### config.mk
export PLATFORM = sky130hd
export DESIGN_NAME = regfile_multiport
export DESIGN_NICKNAME = d
export VERILOG_FILES = /design/src/rtl/regfile_multiport.sv
export SDC_FILE = /design/constraint.sdc
export NUM_CORES = 2
export LEC_CHECK = 0
export ABC_CLOCK_PERIOD_IN_PS = 3100
export CORE_UTILIZATION = 30
export CTS_BUF_LIST = sky130_fd_sc_hd__clkbuf_8
export CTS_CLUSTER_DIAMETER = 120
export DETAILED_ROUTE_END_ITERATION = 16
export SETUP_SLACK_MARGIN = 0.05
export SLEW_MARGIN = 25
export SYNTH_ARGS = -nofsm -noshare
export SYNTH_HDL_FRONTEND = slang
export SYNTH_SLANG_ARGS = --single-unit
### constraint.sdc
create_clock -name clk -period 3.1 [get_ports clk]
set_input_delay 0.465 -clock clk [delete_from_list [all_inputs] [get_ports clk]]
set_output_delay 0.465 -clock clk [all_outputs]
set_load 0.01 [all_outputs]
### src/rtl/regfile_multiport.sv
// Multi-ported integer register bank: two async read ports, one sync write port, debug read port.
// The storage array carries no reset; a post-reset sequencer sweeps zeros into it instead.
module regfile_multiport #(
  parameter int unsigned XLEN     = 32,
  parameter int unsigned NREGS    = 32,
  parameter bit          ZERO_REG = 1'b1,
  parameter bit          BYPASS   = 1'b1,
  localparam int unsigned ADDR_W  = $clog2(NREGS)
) (
  input  logic              clk,
  input  logic              rst_n,
  input  logic [31:0]       instruction,
  input  logic              reg_write,
  input  logic [XLEN-1:0]   write_data,
  output logic [XLEN-1:0]   read_data_1,
  output logic [XLEN-1:0]   read_data_2,
  input  logic [ADDR_W-1:0] dbg_addr,
  output logic [XLEN-1:0]   dbg_data,
  output logic              init_done
);

  typedef enum logic [0:0] {StClear, StRun} state_e;

  state_e            state_q, state_d;
  logic [ADDR_W-1:0] clr_idx_q, clr_idx_d;
  logic              init_done_q, init_done_d;

  logic [XLEN-1:0]   ram_q [NREGS];

  logic [ADDR_W-1:0] rs1, rs2, rd;
  logic              run, wr_en, clr_last;
  logic              mem_we;
  logic [ADDR_W-1:0] mem_waddr;
  logic [XLEN-1:0]   mem_wdata;
  logic              unused_instr;

  // Only the low ADDR_W bits of each register field select a register.
  assign rs1 = instruction[15 +: ADDR_W];
  assign rs2 = instruction[20 +: ADDR_W];
  assign rd  = instruction[7 +: ADDR_W];
  assign unused_instr = ^instruction;

  assign run      = (state_q == StRun);
  assign clr_last = (clr_idx_q == ADDR_W'(NREGS - 1));
  assign wr_en    = run && reg_write && !(ZERO_REG && (rd == '0));

  always_comb begin
    state_d     = state_q;
    clr_idx_d   = clr_idx_q;
    init_done_d = init_done_q;
    if (state_q == StClear) begin
      if (clr_last) begin
        state_d     = StRun;
        init_done_d = 1'b1;
      end else begin
        clr_idx_d = clr_idx_q + 1'b1;
      end
    end
  end

  always_ff @(posedge clk or negedge rst_n) begin
    if (!rst_n) begin
      state_q     <= StClear;
      clr_idx_q   <= '0;
      init_done_q <= 1'b0;
    end else begin
      state_q     <= state_d;
      clr_idx_q   <= clr_idx_d;
      init_done_q <= init_done_d;
    end
  end

  // Clear sweep owns the write port until the sequencer reaches RUN.
  always_comb begin
    mem_we    = 1'b0;
    mem_waddr = rd;
    mem_wdata = write_data;
    if (!run) begin
      mem_we    = 1'b1;
      mem_waddr = clr_idx_q;
      mem_wdata = '0;
    end else if (wr_en) begin
      mem_we = 1'b1;
    end
  end

  always_ff @(posedge clk) begin
    if (mem_we) begin
      ram_q[mem_waddr] <= mem_wdata;
    end
  end

  always_comb begin
    read_data_1 = ram_q[rs1];
    if (!run || (ZERO_REG && (rs1 == '0))) begin
      read_data_1 = '0;
    end else if (BYPASS && wr_en && (rd == rs1)) begin
      read_data_1 = write_data;
    end
  end

  always_comb begin
    read_data_2 = ram_q[rs2];
    if (!run || (ZERO_REG && (rs2 == '0))) begin
      read_data_2 = '0;
    end else if (BYPASS && wr_en && (rd == rs2)) begin
      read_data_2 = write_data;
    end
  end

  always_comb begin
    dbg_data = ram_q[dbg_addr];
    if (!run || (ZERO_REG && (dbg_addr == '0))) begin
      dbg_data = '0;
    end
  end

  assign init_done = init_done_q;

endmodule

## Word level (Yosys, flattened, before mapping)

Memory sizes are Yosys's and may differ from the RTL's.
Cells that the tools add are included.
Widths: inputs -> output; s select.

| operators by class | value |
|---|---|
| bitwise logic cells | 2 |
| eq/ne operators | 3 |
| reduce and logical (&&, ||, !) cells | 15 |
| multiplexer cells | 13 |
| add/sub/neg operators | 1 |

Operator list:

| operator | count |
|---|---|
| $mux 32 | 6 |
| $logic_not 5->1 | 4 |
| $eq 5x5->1 | 2 |
| $mux 1 | 6 |
| $add 5x1->5 const B | 1 |
| $eq 5x5->1 const B | 1 |
| $mux 5 | 1 |
| $logic_and 1x1->1 | 4 |
| $reduce_and 2->1 | 2 |
| $logic_or 1x1->1 | 3 |
| $logic_not 1->1 | 2 |
| $not 1->1 | 2 |

| word-level totals | value |
|---|---|
| memories kept | 1 |
| logic and storage cells | 38 |
| input bits | 72 |
| memory bits (writable) | 1024 |
| output and inout port bits | 97 |
| bits in registers | 7 |

Memory list:

| name | words | bits a word | read ports | clocked after Yosys merged registers in | wr ports | RTL line | RTL |
|---|---|---|---|---|---|---|---|
| ram_q | 32 | 32 | 3 | 0 | 1 | 28 | `logic [XLEN-1:0] ram_q [NREGS];` |

## Depth between registers and ports, before layout

| depth | value |
|---|---|
| word-level depth | 7 |
| gate-level depth with buffers | 10 |
| gate-level depth less buffers | 6 |

## Worst setup path before layout

No wires, ideal clock.

| timing path | value |
|---|---|
| kind | flip-flop to flip-flop |
| from | reg state_q (netlist: run) |
| to | mem ram_q[19][0] (enable) |
| arrival | 2588 ps |
| path buffers | 2 |
| stages on the path, launching flop included | 6 |
| path slack | 91 ps |
| period minus slack after synthesis | 3009 ps |
| library setup time | 421 ps |
| data required time | 2679 ps |
| path through | dfrtp_1 buf_2 clkbuf_1 mux2i_1 nand2_1 nor2_1 |

| between the ends | value |
|---|---|
| longest elaborated chain between the ends | 6 |
| elaborated cells on any way between the ends | 7 |
| those cells by class | 5 x mux; 2 x reduce/logical |

RTL lines:

| item | RTL line | RTL |
|---|---|---|
| start, declared | 24 | `state_e state_q, state_d;` |
| start signal, assigned | 63 | `state_q <= StClear;` |
| start signal, assigned | 67 | `state_q <= state_d;` |
| $logic_and 1x1->1 (2 in a row) | 45 | `assign wr_en = run && reg_write && !(ZERO_REG && (rd == '0));` |
| $mux 1 | 82 | `end else if (wr_en) begin` |
| $mux 1 | 78 | `if (!run) begin` |
| $mux 1 | 88 | `if (mem_we) begin` |
| $mux 1 (not written as such) | 89 | `ram_q[mem_waddr] <= mem_wdata;` |
| end, declared | 28 |  |

Parallel ways exist; a longest one is shown, timed or not.

==> out/qor.csv <==
stage;metric;value;unit
drt;viasPerCell;6.296;
sta;tns;-11.40;ns
yosys;synth_largest_area_cell;edfxtp_1;
final_layout;fin_cells;7177;
final_layout;syn2layout_area_growth;31.70;%
power_and_ir_drop;pwr-share-clk;35.7;%
min_path;hp-class;input port to asynchronous set/reset pin;
grt;gr-usage-met2;37.64;%
die;start_util;30.30;%
drt;route.detailed.drc;0;
sta;timing.slew.headroom;31.70;%
yosys;yosysSeqAreaShare;53.43;%
setup_path;crit_buf_inv;3;
yosys;syn_area;0.05787;sq mm
yosys;synth_edf_count;1024;
die;die_h;441.2;um
yosys;synthFlopType;edfxtp_1;
sta;rsz0062_at_grt;true;
power_and_ir_drop;internal_power;24080;uW
power_and_ir_drop;fin_total_pwr;33390;uW
grt;grtUsageMet3;5.703;%
drt;drt_iter0_markers;6743;
sta;drv_slew;0;
drt;ant_nets;0;
power_and_ir_drop;netSwitchingPower;9317;uW
yosys;synth_area_per_cell;15.56;sq um
yosys;synth_seq_cells;1031;
die;dieArea;0.1947;sq mm
setup_path;arrival;2.95;ns
final_layout;final_net_count;4601;
drt;num_vias;45190;
grt;track_usage;24.96;%
yosys;netlist_top_cells_count;1024 x edfxtp_1, 504 x mux4_2, 488 x mux2i_1, 165 x nor2_1, 161 x clkbuf_1;
sta;tightest_slew;1.022;ns
sta;setup_slack;-0.3176;ns
setup_path;worst_ep_required_time;2.63;ns
power_and_ir_drop;p_seq_share;46.1;%
yosys;synth_cell_type_count;62;
grt;first_global_vias;44630;
clocking;cts.path.max_buffers;3;
sta;skew;0.05489;ns
place;port_buffers;151;
final_layout;stdcell_area;0.07622;sq mm
final_layout;fin_util;39.91;%
power_and_ir_drop;power_leakage;0.02658;uW
power_and_ir_drop;switching_share;27.90;%
drt;drtPass1Iterations;5;
clocking;cts-buffers-inserted;176;
sta;fmax;292.6;MHz
grt;grt_max_degree;60;
yosys;async_reset_ff_share;0.6790;%
clocking;h-tree-depth;4;
yosys;synth_top_area_share;53.13;%
die;dieWidth;441.2;um
clocking;path_clk_slew;0.06;ns
yosys;synth_nets;3793;
clocking;cts_tree;built;
setup_path;path_class;register to output port;
setup_path;max_stage_delay;0.49;ns
grt;grt-ovfl-total;0;
grt;antenna_found_initial;5;
setup_path;regToRegEndpoint;ram_q[12][17];
grt;met1_usage;33.03;%
grt;busiest_layer;met2;
setup_path;cp_max_fo;3;
setup_path;slowest_stage;mux4_2;
clocking;root_buffer;clkbuf_8;
clocking;clk_latency;0.94;ns
clocking;cts.sinks;1031;
yosys;synth_cells;3719;
final_layout;drive_gt1_share;44.90;%
setup_path;end_kind;output port;
sta;finalCritPeriodShare;110.2;%
yosys;synth.most_common_cell;edfxtp_1;
job;drv_cap;0;
power_and_ir_drop;irDropWorstVdd;0.0003837;V
final_layout;nFillCells;17380;
outcome;status;complete, but fails checks;
place;globalplace.congestion;0.9284;
sta;period_needed;3.418;ns
outcome;violations;negative setup slack;
setup_path;critPathTopFamily;multiplexers;
power_and_ir_drop;powerDensity;438.1;mW/mm^2
place;dpl.cell_count;6731;
place;place_hpwl;161200;um
setup_path;r2r-start;run;
grt;grt_pass1_wl;342200;um
yosys;synth_area_leaders;edfxtp_1 53%, mux4_2 20%, mux2i_1 8.4%;
yosys;yosys_warnings;0;
die;ioPinCount;169;
place;place_area;0.06901;sq mm
sta;hold_viol;0;
setup_path;start_kind;register;
sta;finalSetupViolations;86;
drt;drt_wl_total;248700;um
die;row_count;160;
die;core;0.1910;sq mm
setup_path;rr_worst_depth;9;
setup_path;regToRegSetupSlack;0.14;ns
setup_path;path_cells;mux4_2 > mux2_4 > a221oi_2 > buf_4 > nor3_2 > a21o_1 > buf_12 > buf_6;
drt;wl_per_cell;34.65;um
power_and_ir_drop;pwr-share-comb;18.3;%
## worst max path at each step
stage | endpoint | cells after the start | slack, ns | start
floorplan | ram_q[19][0] | 5 | 0.09 | run
global placement | dbg_data[30] | 10 | -1.15 | dbg_addr[2]
global route | read_data_1[26] | 8 | -0.43 | ram_q[27][26]
finish | read_data_1[26] | 8 | -0.32 | ram_q[27][26]
CTS | read_data_1[26] | 8 | -0.39 | ram_q[24][26]
detailed placement | dbg_data[30] | 10 | -1.16 | dbg_addr[2]
## area by class of cell
type                    instances  area (sq um)  share of cell area, %
repair buffers                975         10770                  14.13
inverters                      11         47.55                0.06238
diodes                          2         5.005               0.006566
clock buffers                 180          2477                  3.250
flip-flops and latches       1031         30930                  40.57
multi-input cells            2332         28080                  36.84
well taps                    2511          3142                  4.122
clock inverters               135         775.7                  1.018
## power groups by stage
stage / Combinational, uW / Sequential (uW) / Clock, uW
after floorplan: 2570 / 15700 / 0
after global placement: 5410 / 15700 / 0
after detailed placement: 5430 / 15700 / 0
after CTS: 5830 / 15400 / 12000
after global routing: 6250 / 15400 / 12600
final: 6100 / 15400 / 11900
## per-layer routing
layer / wire length (um) / share of wire, % / up-vias
li1: - / - / 17520
met1: 93360 / 38 / 23450
met2: 110100 / 44 / 3454
met3: 29170 / 12 / 764
met4: 16070 / 6.5 / 2
met5: 13 / 0.0052 / -
## repair_timing
item                       4_1_cts  5_1_grt
buffers inserted               121       29
hold buffers                     1        0
hold endpoints to repair         7        0
resized for setup              780      197
setup endpoints to repair       96       96
gates cloned                     5        1
pin swaps                      139       92
## per-stage QoR
stage / hold WS [ns] / worst slack (ns)
3_3_place_gp: 0.4509 / -1.154
5_1_grt: 0.3708 / -0.4342
6_report: 0.3766 / -0.3176
3_5_place_dp: 0.4582 / -1.161
4_1_cts: 0.2979 / -0.3910
2_1_floorplan: 0.1694 / 0.09059
## worst register-to-register path, delay by kind of cell, from the launching register on
family / cells / cell delay (ns)
AOI/OAI and AO/OA: 1 / 0.09
and+or+nand+nor: 2 / 1.17
buffers and inverters: 6 / 0.96
DFF: 1 / 0.44
## flip-flops by register name, indices dropped and copies added (netlist names)
name	flops
run	1
ram_q	1024
clr_idx_q	5
init_done	1
## cell families after synthesis
group / share of synthesized area (%)
muxes: 29.47
adders and majority gates: 0.04323
DFF: 53.43
buffers and inverters: 3.033
and+or+nand+nor: 3.597
xor gates and xnor gates: 0.1967
AOI/OAI and AO/OA: 10.22
## cells in the final DEF (no fill, tap or decap), types with 22 or more instances in the layout
cell	n
a211o_1	53
a221oi_1	72
clkinv_2	25
mux2_2	51
or3_1	23
a21oi_1	93
a22oi_1	68
o221ai_1	38
mux4_2	504
nor2_1	117
buf_2	41
buf_4	541
clkbuf_8	180
buf_6	104
o21ai_1	26
o21ai_0	61
inv_1	58
clkdlybuf4s50_1	37
and2_1	31
a22oi_2	43
o22ai_1	56
buf_12	215
nor2_4	42
a21oi_2	40
a2111oi_4	29
o21bai_1	32
clkinv_1	44
a22o_1	22
nand2_1	52
edfxtp_1	1024
nor2b_1	33
mux2_4	22
mux2i_1	484
Power figures use the tool's default switching activity.
